$ cat config.mk
export PLATFORM = sky130hd
export DESIGN_NAME = sram_req_arbiter
export DESIGN_NICKNAME = d
export VERILOG_FILES = /design/src/rtl/sram_req_arbiter_pkg.sv /design/src/rtl/sram_req_arbiter_id_fifo.sv /design/src/rtl/sram_req_arbiter.sv
export SDC_FILE = /design/constraint.sdc
export NUM_CORES = 1
export LEC_CHECK = 0
export BUFFER_PORTS_ARGS = -buffer_cell sky130_fd_sc_hd__buf_2
export CAP_MARGIN = 25
export CELL_PAD_IN_SITES_DETAIL_PLACEMENT = 1
export CELL_PAD_IN_SITES_GLOBAL_PLACEMENT = 1
export CORE_AREA = 2 2 108 110
export CTS_CLUSTER_SIZE = 28
export DETAILED_ROUTE_END_ITERATION = 10
export DIE_AREA = 0 0 110 112
export HOLD_SLACK_MARGIN = 0.1
export PLACE_DENSITY = 0.92
export SETUP_SLACK_MARGIN = 0.5
export SYNTH_ARGS = -nofsm -noshare
export SYNTH_HDL_FRONTEND = slang
export SYNTH_HIERARCHICAL = 1
export SYNTH_SLANG_ARGS = --single-unit
$ cat constraint.sdc
create_clock -name clk -period 2.3 [get_ports clk]
set_input_delay 0.46 -clock clk [delete_from_list [all_inputs] [get_ports clk]]
set_output_delay 0.46 -clock clk [all_outputs]
set_load 0.005 [all_outputs]
$ cat src/rtl/sram_req_arbiter_pkg.sv
`default_nettype none
// ============================================================================
// Module      : sram_req_arbiter_pkg
// Description : Shared constants for the SRAM request arbiter: requester IDs,
//               arbiter state encodings and SRAM transfer size encodings.
// Revision    : 1.0 - initial release
// ============================================================================
package sram_req_arbiter_pkg;

  // Requester IDs stored in the in-order response FIFO
  localparam logic REQ_INST = 1'b0;
  localparam logic REQ_DATA = 1'b1;

  // Arbiter states
  localparam logic [1:0] ST_IDLE   = 2'd0;
  localparam logic [1:0] ST_LOCK_I = 2'd1;
  localparam logic [1:0] ST_LOCK_D = 2'd2;

  // SRAM-like transfer sizes
  localparam logic [1:0] SIZE_B = 2'd0;
  localparam logic [1:0] SIZE_H = 2'd1;
  localparam logic [1:0] SIZE_W = 2'd2;

endpackage : sram_req_arbiter_pkg
`default_nettype wire

$ cat src/rtl/sram_req_arbiter_id_fifo.sv
`default_nettype none
// ============================================================================
// Module      : req_id_fifo
// Description : 1-bit-wide synchronous FIFO holding requester IDs of
//               accepted-but-unanswered memory requests.
// Ports       : clk, reset (sync, active-high)
//               i_push/i_din  - enqueue an ID (ignored when full)
//               i_pop         - dequeue head (ignored when empty)
//               o_head        - ID at the head
//               o_full/o_empty/o_count - occupancy status
// Revision    : 1.0 - initial release
// ============================================================================
module req_id_fifo #(
  parameter int DEPTH = 2,
  parameter int PTR_W = (DEPTH > 1) ? $clog2(DEPTH) : 1,
  parameter int CNT_W = $clog2(DEPTH) + 1
) (
  input  logic             clk,
  input  logic             reset,
  input  logic             i_push,
  input  logic             i_din,
  input  logic             i_pop,
  output logic             o_head,
  output logic             o_full,
  output logic             o_empty,
  output logic [CNT_W-1:0] o_count
);

  logic [DEPTH-1:0] r_mem;
  logic [PTR_W-1:0] r_wr_ptr;
  logic [PTR_W-1:0] r_rd_ptr;
  logic [CNT_W-1:0] r_count;
  logic             w_do_push;
  logic             w_do_pop;

  // Explicit wrap so non-power-of-two depths also behave
  function automatic logic [PTR_W-1:0] f_next(input logic [PTR_W-1:0] p);
    return (p == PTR_W'(DEPTH - 1)) ? '0 : p + 1'b1;
  endfunction

  assign o_full    = (r_count == CNT_W'(DEPTH));
  assign o_empty   = (r_count == '0);
  assign o_count   = r_count;
  assign o_head    = r_mem[r_rd_ptr];
  assign w_do_push = i_push && !o_full;
  assign w_do_pop  = i_pop && !o_empty;

  always_ff @(posedge clk) begin
    if (reset) begin
      r_wr_ptr <= '0;
      r_rd_ptr <= '0;
      r_count  <= '0;
    end else begin
      if (w_do_push) begin
        r_mem[r_wr_ptr] <= i_din;
        r_wr_ptr        <= f_next(r_wr_ptr);
      end
      if (w_do_pop) begin
        r_rd_ptr <= f_next(r_rd_ptr);
      end
      case ({w_do_push, w_do_pop})
        2'b10:   r_count <= r_count + 1'b1;
        2'b01:   r_count <= r_count - 1'b1;
        default: r_count <= r_count;
      endcase
    end
  end

endmodule : req_id_fifo
`default_nettype wire

$ cat src/rtl/sram_req_arbiter.sv
`default_nettype none
// ============================================================================
// Module      : sram_req_arbiter
// Description : Shares one SRAM-like port between the instruction-fetch and
//               data requesters. Fixed priority (data first), a granted
//               request stays locked until its address is accepted, and an
//               in-order ID FIFO routes each response to its requester.
// Ports       : inst_*  - fetch requester (read-only, word)
//               data_*  - load/store requester
//               mem_*   - shared memory port
// Revision    : 1.0 - initial release
// ============================================================================
module sram_req_arbiter
  import sram_req_arbiter_pkg::*;
#(
  parameter int OUTSTANDING = 2,
  parameter int ADDR_W      = 32
) (
  input  logic              clk,
  input  logic              reset,
  input  logic              inst_req,
  input  logic [ADDR_W-1:0] inst_addr,
  output logic              inst_addr_ok,
  output logic              inst_data_ok,
  output logic [31:0]       inst_rdata,
  input  logic              data_req,
  input  logic              data_wr,
  input  logic [1:0]        data_size,
  input  logic [ADDR_W-1:0] data_addr,
  input  logic [3:0]        data_wstrb,
  input  logic [31:0]       data_wdata,
  output logic              data_addr_ok,
  output logic              data_data_ok,
  output logic [31:0]       data_rdata,
  output logic              mem_req,
  output logic              mem_wr,
  output logic [1:0]        mem_size,
  output logic [ADDR_W-1:0] mem_addr,
  output logic [3:0]        mem_wstrb,
  output logic [31:0]       mem_wdata,
  input  logic              mem_addr_ok,
  input  logic              mem_data_ok,
  input  logic [31:0]       mem_rdata
);

  localparam int CNT_W = $clog2(OUTSTANDING) + 1;

  logic [1:0]       r_state;
  logic [1:0]       w_state_nxt;
  logic             w_grant_i;
  logic             w_grant_d;
  logic             w_handshake;
  logic             w_pop;
  logic             w_fifo_head;
  logic             w_fifo_full;
  logic             w_fifo_empty;
  logic [CNT_W-1:0] w_count;
  logic             w_room;
  logic             w_has_entry;

  // Fullness comes from the registered count, so a pop in the same cycle
  // cannot open a slot for a grant until the following cycle.
  assign w_room      = !w_fifo_full;
  assign w_has_entry = !w_fifo_empty && (w_count != '0);

  // Grant: a locked requester keeps the port; otherwise data wins.
  always_comb begin
    w_grant_i = 1'b0;
    w_grant_d = 1'b0;
    if (!reset) begin
      case (r_state)
        ST_LOCK_I: w_grant_i = 1'b1;
        ST_LOCK_D: w_grant_d = 1'b1;
        default: begin
          if (w_room) begin
            if (data_req) begin
              w_grant_d = 1'b1;
            end else if (inst_req) begin
              w_grant_i = 1'b1;
            end
          end
        end
      endcase
    end
  end

  // Field mux; unused fields are zero when the port is idle.
  always_comb begin
    mem_req   = w_grant_i || w_grant_d;
    mem_wr    = 1'b0;
    mem_size  = SIZE_W;
    mem_addr  = '0;
    mem_wstrb = 4'b0000;
    mem_wdata = 32'h0;
    if (w_grant_d) begin
      mem_wr    = data_wr;
      mem_size  = data_size;
      mem_addr  = data_addr;
      mem_wstrb = data_wstrb;
      mem_wdata = data_wdata;
    end else if (w_grant_i) begin
      mem_addr  = inst_addr;
    end else begin
      mem_size  = SIZE_B;
    end
  end

  assign w_handshake  = mem_req && mem_addr_ok;
  assign inst_addr_ok = w_handshake && w_grant_i;
  assign data_addr_ok = w_handshake && w_grant_d;

  // Responses with nothing outstanding are discarded
  assign w_pop        = !reset && mem_data_ok && w_has_entry;
  assign inst_data_ok = w_pop && (w_fifo_head == REQ_INST);
  assign data_data_ok = w_pop && (w_fifo_head == REQ_DATA);
  assign inst_rdata   = inst_data_ok ? mem_rdata : 32'h0;
  assign data_rdata   = data_data_ok ? mem_rdata : 32'h0;

  always_comb begin
    w_state_nxt = r_state;
    case (r_state)
      ST_LOCK_I, ST_LOCK_D: begin
        if (mem_addr_ok) begin
          w_state_nxt = ST_IDLE;
        end
      end
      default: begin
        w_state_nxt = ST_IDLE;
        if (mem_req && !mem_addr_ok) begin
          w_state_nxt = w_grant_d ? ST_LOCK_D : ST_LOCK_I;
        end
      end
    endcase
  end

  always_ff @(posedge clk) begin
    if (reset) begin
      r_state <= ST_IDLE;
    end else begin
      r_state <= w_state_nxt;
    end
  end

  req_id_fifo #(
    .DEPTH (OUTSTANDING)
  ) u_fifo (
    .clk     (clk),
    .reset   (reset),
    .i_push  (w_handshake),
    .i_din   (w_grant_d ? REQ_DATA : REQ_INST),
    .i_pop   (w_pop),
    .o_head  (w_fifo_head),
    .o_full  (w_fifo_full),
    .o_empty (w_fifo_empty),
    .o_count (w_count)
  );

endmodule : sram_req_arbiter
`default_nettype wire

## Yosys cells after proc, flatten, opt, wreduce, memory -nomap -nowiden

Cells that the tools add are included.
Widths: inputs -> output; s select.

- Register bits: 8
- Input bits: 141
- Output and inout bits: 140
- Logic and storage cells: 73

- Add/subtract/negate cells: 4
- $lt $le $gt $ge: 3
- Equality and inequality tests: 6
- Muxes and demuxes: 31
- Bitwise operators: 2
- Reductions and logical operators: 22

Operators with widths:

| kind | count |
|---|---|
| $mux 32 | 5 |
| $mux 1 | 14 |
| $logic_and 1x1->1 | 12 |
| $mux 2 | 6 |
| $eq 2x2->1 const B | 3 |
| $eq 2x1->1 const B | 2 |
| $logic_not 1->1 | 4 |
| $lt 1x2->1 const B | 2 |
| $mux 4 | 1 |
| $pmux 1 s2 | 2 |
| $pmux 2 s2 | 1 |
| $reduce_bool 2->1 | 2 |
| $add 1x1->1 const B | 2 |
| $add 2x1->2 const B | 1 |
| $bwmux 2 | 1 |
| $logic_not 2->1 | 1 |
| $ne 2x2->1 const B | 1 |
| $not 1->1 | 2 |
| $reduce_and 2->1 | 1 |
| $reduce_or 2->1 | 1 |
| $sub 2x1->2 const B | 1 |
| $demux 1 s1 | 1 |
| $ge 1x1->1 const B | 1 |
| $logic_or 1x1->1 | 1 |

## Depth between registers and ports, before layout

- Word-level depth: 10
- Depth in mapped cells: 11
- Mapped depth without buffers: 10

## Modules after synthesis

The synthesis kept the hierarchy.

By module, submodules not included:

| module | times used | cells an instance | area an instance (µm²) | sequential area each (µm²) |
|---|---|---|---|---|
| sram_req_arbiter | 1 | 257 | 1,709.1 | 40.0 |
| req_id_fifo | 1 | 26 | 270.3 | 140.1 |

## Least setup slack after synthesis

Ideal clock, no wire load.

- Path type: reg-to-reg
- Start point: reg r_state[0]
- End point: reg u_fifo.r_count[1], in the netlist u_fifo/o_count[1]
- Setup time: 70 ps
- Arrival time: 2,118 ps
- Data required time: 2,230 ps
- Setup slack: 112 ps
- Stages on the path, launching flop included: 11
- Path buffers: 1
- Clock period less this slack: 2,188 ps
- Cells stage by stage: dfxtp_1 -> inv_1 -> ha_1 -> buf_6 -> nor3_1 -> a211oi_1 -> and2_1 -> nand2b_1 -> ha_1 -> or3_1 -> a21oi_1

- Longest elaborated chain between the ends: 8
- Elaborated cells between the ends (all ways): 13
- Classes of those cells: eq/ne (4); mux (5); reduce/logical (4)

RTL lines:

| what | RTL line | text |
|---|---|---|
| start, declared | sram_req_arbiter.sv:48 | `logic [1:0] r_state;` |
| start signal, assigned | sram_req_arbiter.sv:140 | `r_state <= w_state_nxt;` |
| $eq 2x2->1 or $eq 2x1->1 (tied branches) | sram_req_arbiter.sv:71 | `case (r_state)` |
| $pmux 1 s2 | sram_req_arbiter.sv:71 |  |
| $mux 1 | sram_req_arbiter.sv:70 | `if (!reset) begin` |
| $logic_or 1x1->1 * | sram_req_arbiter.sv:89 | `mem_req = w_grant_i \|\| w_grant_d;` |
| via mem_req | sram_req_arbiter.sv:35 | `output logic mem_req,` |
| $logic_and 1x1->1 * | sram_req_arbiter.sv:108 | `assign w_handshake = mem_req && mem_addr_ok;` |
| via w_handshake | sram_req_arbiter.sv:52 | `logic w_handshake;` |
| $logic_and 1x1->1 * | sram_req_arbiter_id_fifo.sv:45 | `assign w_do_push = i_push && !o_full;` |
| $eq 2x1->1 or $eq 2x2->1 (tied branches) | sram_req_arbiter_id_fifo.sv:61 | `case ({w_do_push, w_do_pop})` |
| $pmux 2 s2 or $reduce_bool 2->1 (tied branches) | -- |  |
| end signal, assigned | sram_req_arbiter_id_fifo.sv:62 | `2'b10: r_count <= r_count + 1'b1;` |
| end signal, assigned | sram_req_arbiter_id_fifo.sv:63 | `2'b01: r_count <= r_count - 1'b1;` |
| end signal, assigned | sram_req_arbiter_id_fifo.sv:64 | `default: r_count <= r_count;` |
| end, declared | sram_req_arbiter_id_fifo.sv:32 | `logic [CNT_W-1:0] r_count;` |

Mark *: on every way through the listed nets, which the timed path passes. The rest lies on a longest branch.
A chain may end at the register's enable or synchronous reset.

## Final worst setup path

- Start point: reg r_state[0]
- End point: out mem_wdata[31]

- Longest elaborated chain between the ends: 4
- Elaborated cells between the ends (all ways): 5
- Classes of those cells: eq/ne (2); mux (3)

RTL lines:

| what | RTL line | text |
|---|---|---|
| $eq 2x2->1 or $eq 2x1->1 (tied branches) | sram_req_arbiter.sv:71 |  |
| $pmux 1 s2 * | sram_req_arbiter.sv:71 |  |
| $mux 1 * | sram_req_arbiter.sv:70 |  |
| $mux 32 * | sram_req_arbiter.sv:95 | `if (w_grant_d) begin` |
| end, declared | sram_req_arbiter.sv:40 | `output logic [31:0] mem_wdata,` |

Every way passes the cells marked *; elsewhere a longest branch is shown, timed or not.

==> metrics.txt <==
Worst R2R Path Depth=11; multi-input logic area=2090 um2; sequential element share of the synthesized area=9.10%; CTS Sinks=8; die height=roughly 110 um; Residual DRC=0; dpl ws=0.0570 ns; Synth Warn #=6; I/O pin total=281; DP HPWL=8820 um; CP cell instances=inv_2, ha_4, buf_4, nand2b_4, a21oi_4, buf_12, clkbuf_16, and2_1, buf_2; Worst R2R End=u_fifo/o_count[1]; Reg clk slew, reported paths=0.04 ns; crit path max-delay cell type=dfxtp_2; Tightest Pin Transition=0.274 ns; clk_skew=0.00486 ns; Via Count=3,493; Worst EP arrival=just under 2 ns; Final Cycle Share=104%; First DRT Iteration DRCs=97; violated checks=setup timing; CTS HTree Levels=1; Crit Path Max Fanout=6; Max Cap Viol=0; commonest non-fill, non-tap cell in the layout=buf_2; largest net degree at the start of global routing=35; Netlist cell types=30; P_leak=2.81 nW; Hold Path End=r_state[0]; # setup viols final=59; CP Capture Type=output port; storage element area=189 um2; Overall Global Routing Usage=about a fifth; CP required=around 1.8 ns; Hold Violations, Final=0; CTS tree=yes; Total Nets Final=around 750; Top Usage Layer GRT=met2; CTS Buffer Depth=2; Highest Clock Rate=418 MHz; PwrDens=between 200 and 250 nW/um2; DRT Pass-1 Iters=4; Power, Total=between 0.001 and 0.0015 W; share of layout cells above drive strength 1=81.3%; number of global-route vias before repair=3,418; delay of the slowest critical-path stage=0.33 ns; drt via density=4.68; die area=12,300 um2; Die X=110 um; Wirelength per Cell=21.0 um; status=finished with violations; FP Rows=39; Filler Cells Inserted=1,279; Worst Setup Path Type=flop to output port; Peak VDD IR=roughly 0.20 mV; clock root buffer=clkbuf_16; drt total wl=15,700 um; relative slew slack=81.5%; GRT met1 Usage=19.7%; most frequent cells in the layout=buf_2 (177), buf_6 (117), and2_4 (100), nand2b_1 (33), a31o_1 (30); Startpoint Class=flop; Syn Std Cell Area=1980 um2; Reg2Reg Setup Slack=0.07 ns; met3 usage=3.16%; GRT Residual Overflow=0; Worst-Skew Late Latency=0.24 ns; cts bufs inserted=3; post-synth net total=around 430; post-route setup slack=-0.0950 ns; GPL Wtd Cong=0.937; Post-Syn Area per Cell=about 7 um2; Core Footprint=11,200 um2; met2 usage=39.5%; Worst Hold Path Cells=2; Buffers & Inverters on Critical Path=5; cells after synthesis=283; RSZ-0062 raised after global routing=true; type of the tightest min-delay check=primary input to flop; Synth-to-Final Area Change=186%; worst r2r src=r_state[0]; HP Start=mem_addr_ok; FF+latch count, synth=8; Slew Viols, Final=0; port bufs=between 200 and 300; family with the most delay on the worst path=buffers and inverters; first-pass GRT wire length=18,100 um; Detail Route Antenna Nets=0; initial antenna violation count=1; crit path from=r_state[0]; Period minus WS final=2.39 ns; Initial Util=17.7%
## what timing repair did
action,CTS,global route
pin swaps,24,82
gates resized for setup,145,125
buffers inserted,23,6
hold buffers,0,0
cloned,10,14
setup endpoints to repair,143,145
## stage by stage
| stage | TNS, ns | hold slack (ns) | util [%] | area, um2 | std cells |
|---|---|---|---|---|---|
| final | -2.69 | 0.526 | 50.6 | 5660 | 747 |
| after detailed placement | 0 | 0.522 | 32.2 | 3600 | 689 |
| after global routing | -6.94 | 0.524 | 50.6 | 5660 | 747 |
| after global placement | 0 | 0.492 | 32.2 | 3600 | 689 |
| after floorplan | 0 | 0.461 | - | 2040 | 283 |
| after CTS | -0.153 | 0.487 | 42.1 | 4710 | 726 |
## where the power goes
part,internal (W),switching [W]
registers,0.000151,0.00000667
logic,0.000446,0.000319
clock network,0.000233,0.0000905
total,0.000830,0.000416
## worst max-delay path by stage
stage / to / slack, ns / depth (start not counted)
finish: mem_wdata[31] / -0.09 / 9
global placement: mem_addr[26] / 0.15 / 6
detailed placement: mem_addr[30] / 0.06 / 6
global route: mem_wdata[31] / -0.16 / 9
CTS: mem_addr[30] / -0.02 / 8
floorplan: mem_addr[10] / 0.31 / 8
## per-layer routing
layer | vias up | share of wire, %
met4 | 0 | 0.97
met1 | 1685 | 35
met2 | 193 | 56
met3 | 14 | 7.6
met5 | - | 0
li1 | 1601 | -
## cells in the mapped netlist
library cell	number	area (um2)
a31o_2	2	17.5
buf_6	6	67.6
nand2b_1	35	219
nor4b_4	1	23.8
mux2_2	2	22.5
nand3b_1	1	7.51
nand2b_4	1	13.8
o21a_1	1	7.51
buf_2	7	35.0
inv_1	3	11.3
nor2b_1	2	12.5
clkbuf_1	16	60.1
nand4bb_1	1	11.3
xor2_1	1	8.76
dfxtp_1	6	120
edfxtp_1	2	60.1
and2_1	106	663
a21oi_1	34	170
o21bai_1	1	7.51
a21oi_2	2	17.5
a211oi_1	1	7.51
xnor2_1	2	17.5
nor2_1	4	15.0
nor4_2	1	12.5
nor3b_1	3	22.5
o21ai_0	4	20.0
nor3_1	3	15.0
a31o_1	30	263
ha_1	3	37.5
or3_1	2	12.5
## kinds of logic after synthesis
group                    Yosys count  share of synthesized area, %
AO/OA/AOI/OAI                     75                          25.8
XOR/XNOR                           3                          1.33
adder cells (fa/ha/maj)            3                          1.90
buffers and inverters             32                          8.79
flip-flops                         8                          9.10
multiplexers                       2                          1.14
AND/OR/NAND/NOR                  160                          52.0
## layout make-up
class	count	area share, %
Inverter	3	0.199
Tap cell	143	3.16
Antenna cell	1	0.0442
Sequential cell	8	3.34
Multi-Input combinational cell	244	36.9
Timing Repair Buffer	344	55.0
Clock buffer	4	1.39
## registers in the layout, summed over array words and instances, names as in the netlist
name and count:
u_fifo/r_mem 2, u_fifo/r_rd_ptr 1, u_fifo/r_wr_ptr 1, r_state 2, u_fifo/o_count 2
## worst reg2reg max path: cells and delay by family (launching register included)
| family | cells | cell delay [ns] |
|---|---|---|
| AND/OR/NAND/NOR | 4 | 0.66 |
| adder cells (fa/ha/maj) | 2 | 0.44 |
| AO/OA/AOI/OAI | 2 | 0.42 |
| flip-flops | 1 | 0.33 |
| buffers and inverters | 2 | 0.17 |
| XOR/XNOR | 1 | 0.13 |
Power figures use the tool's default switching activity.
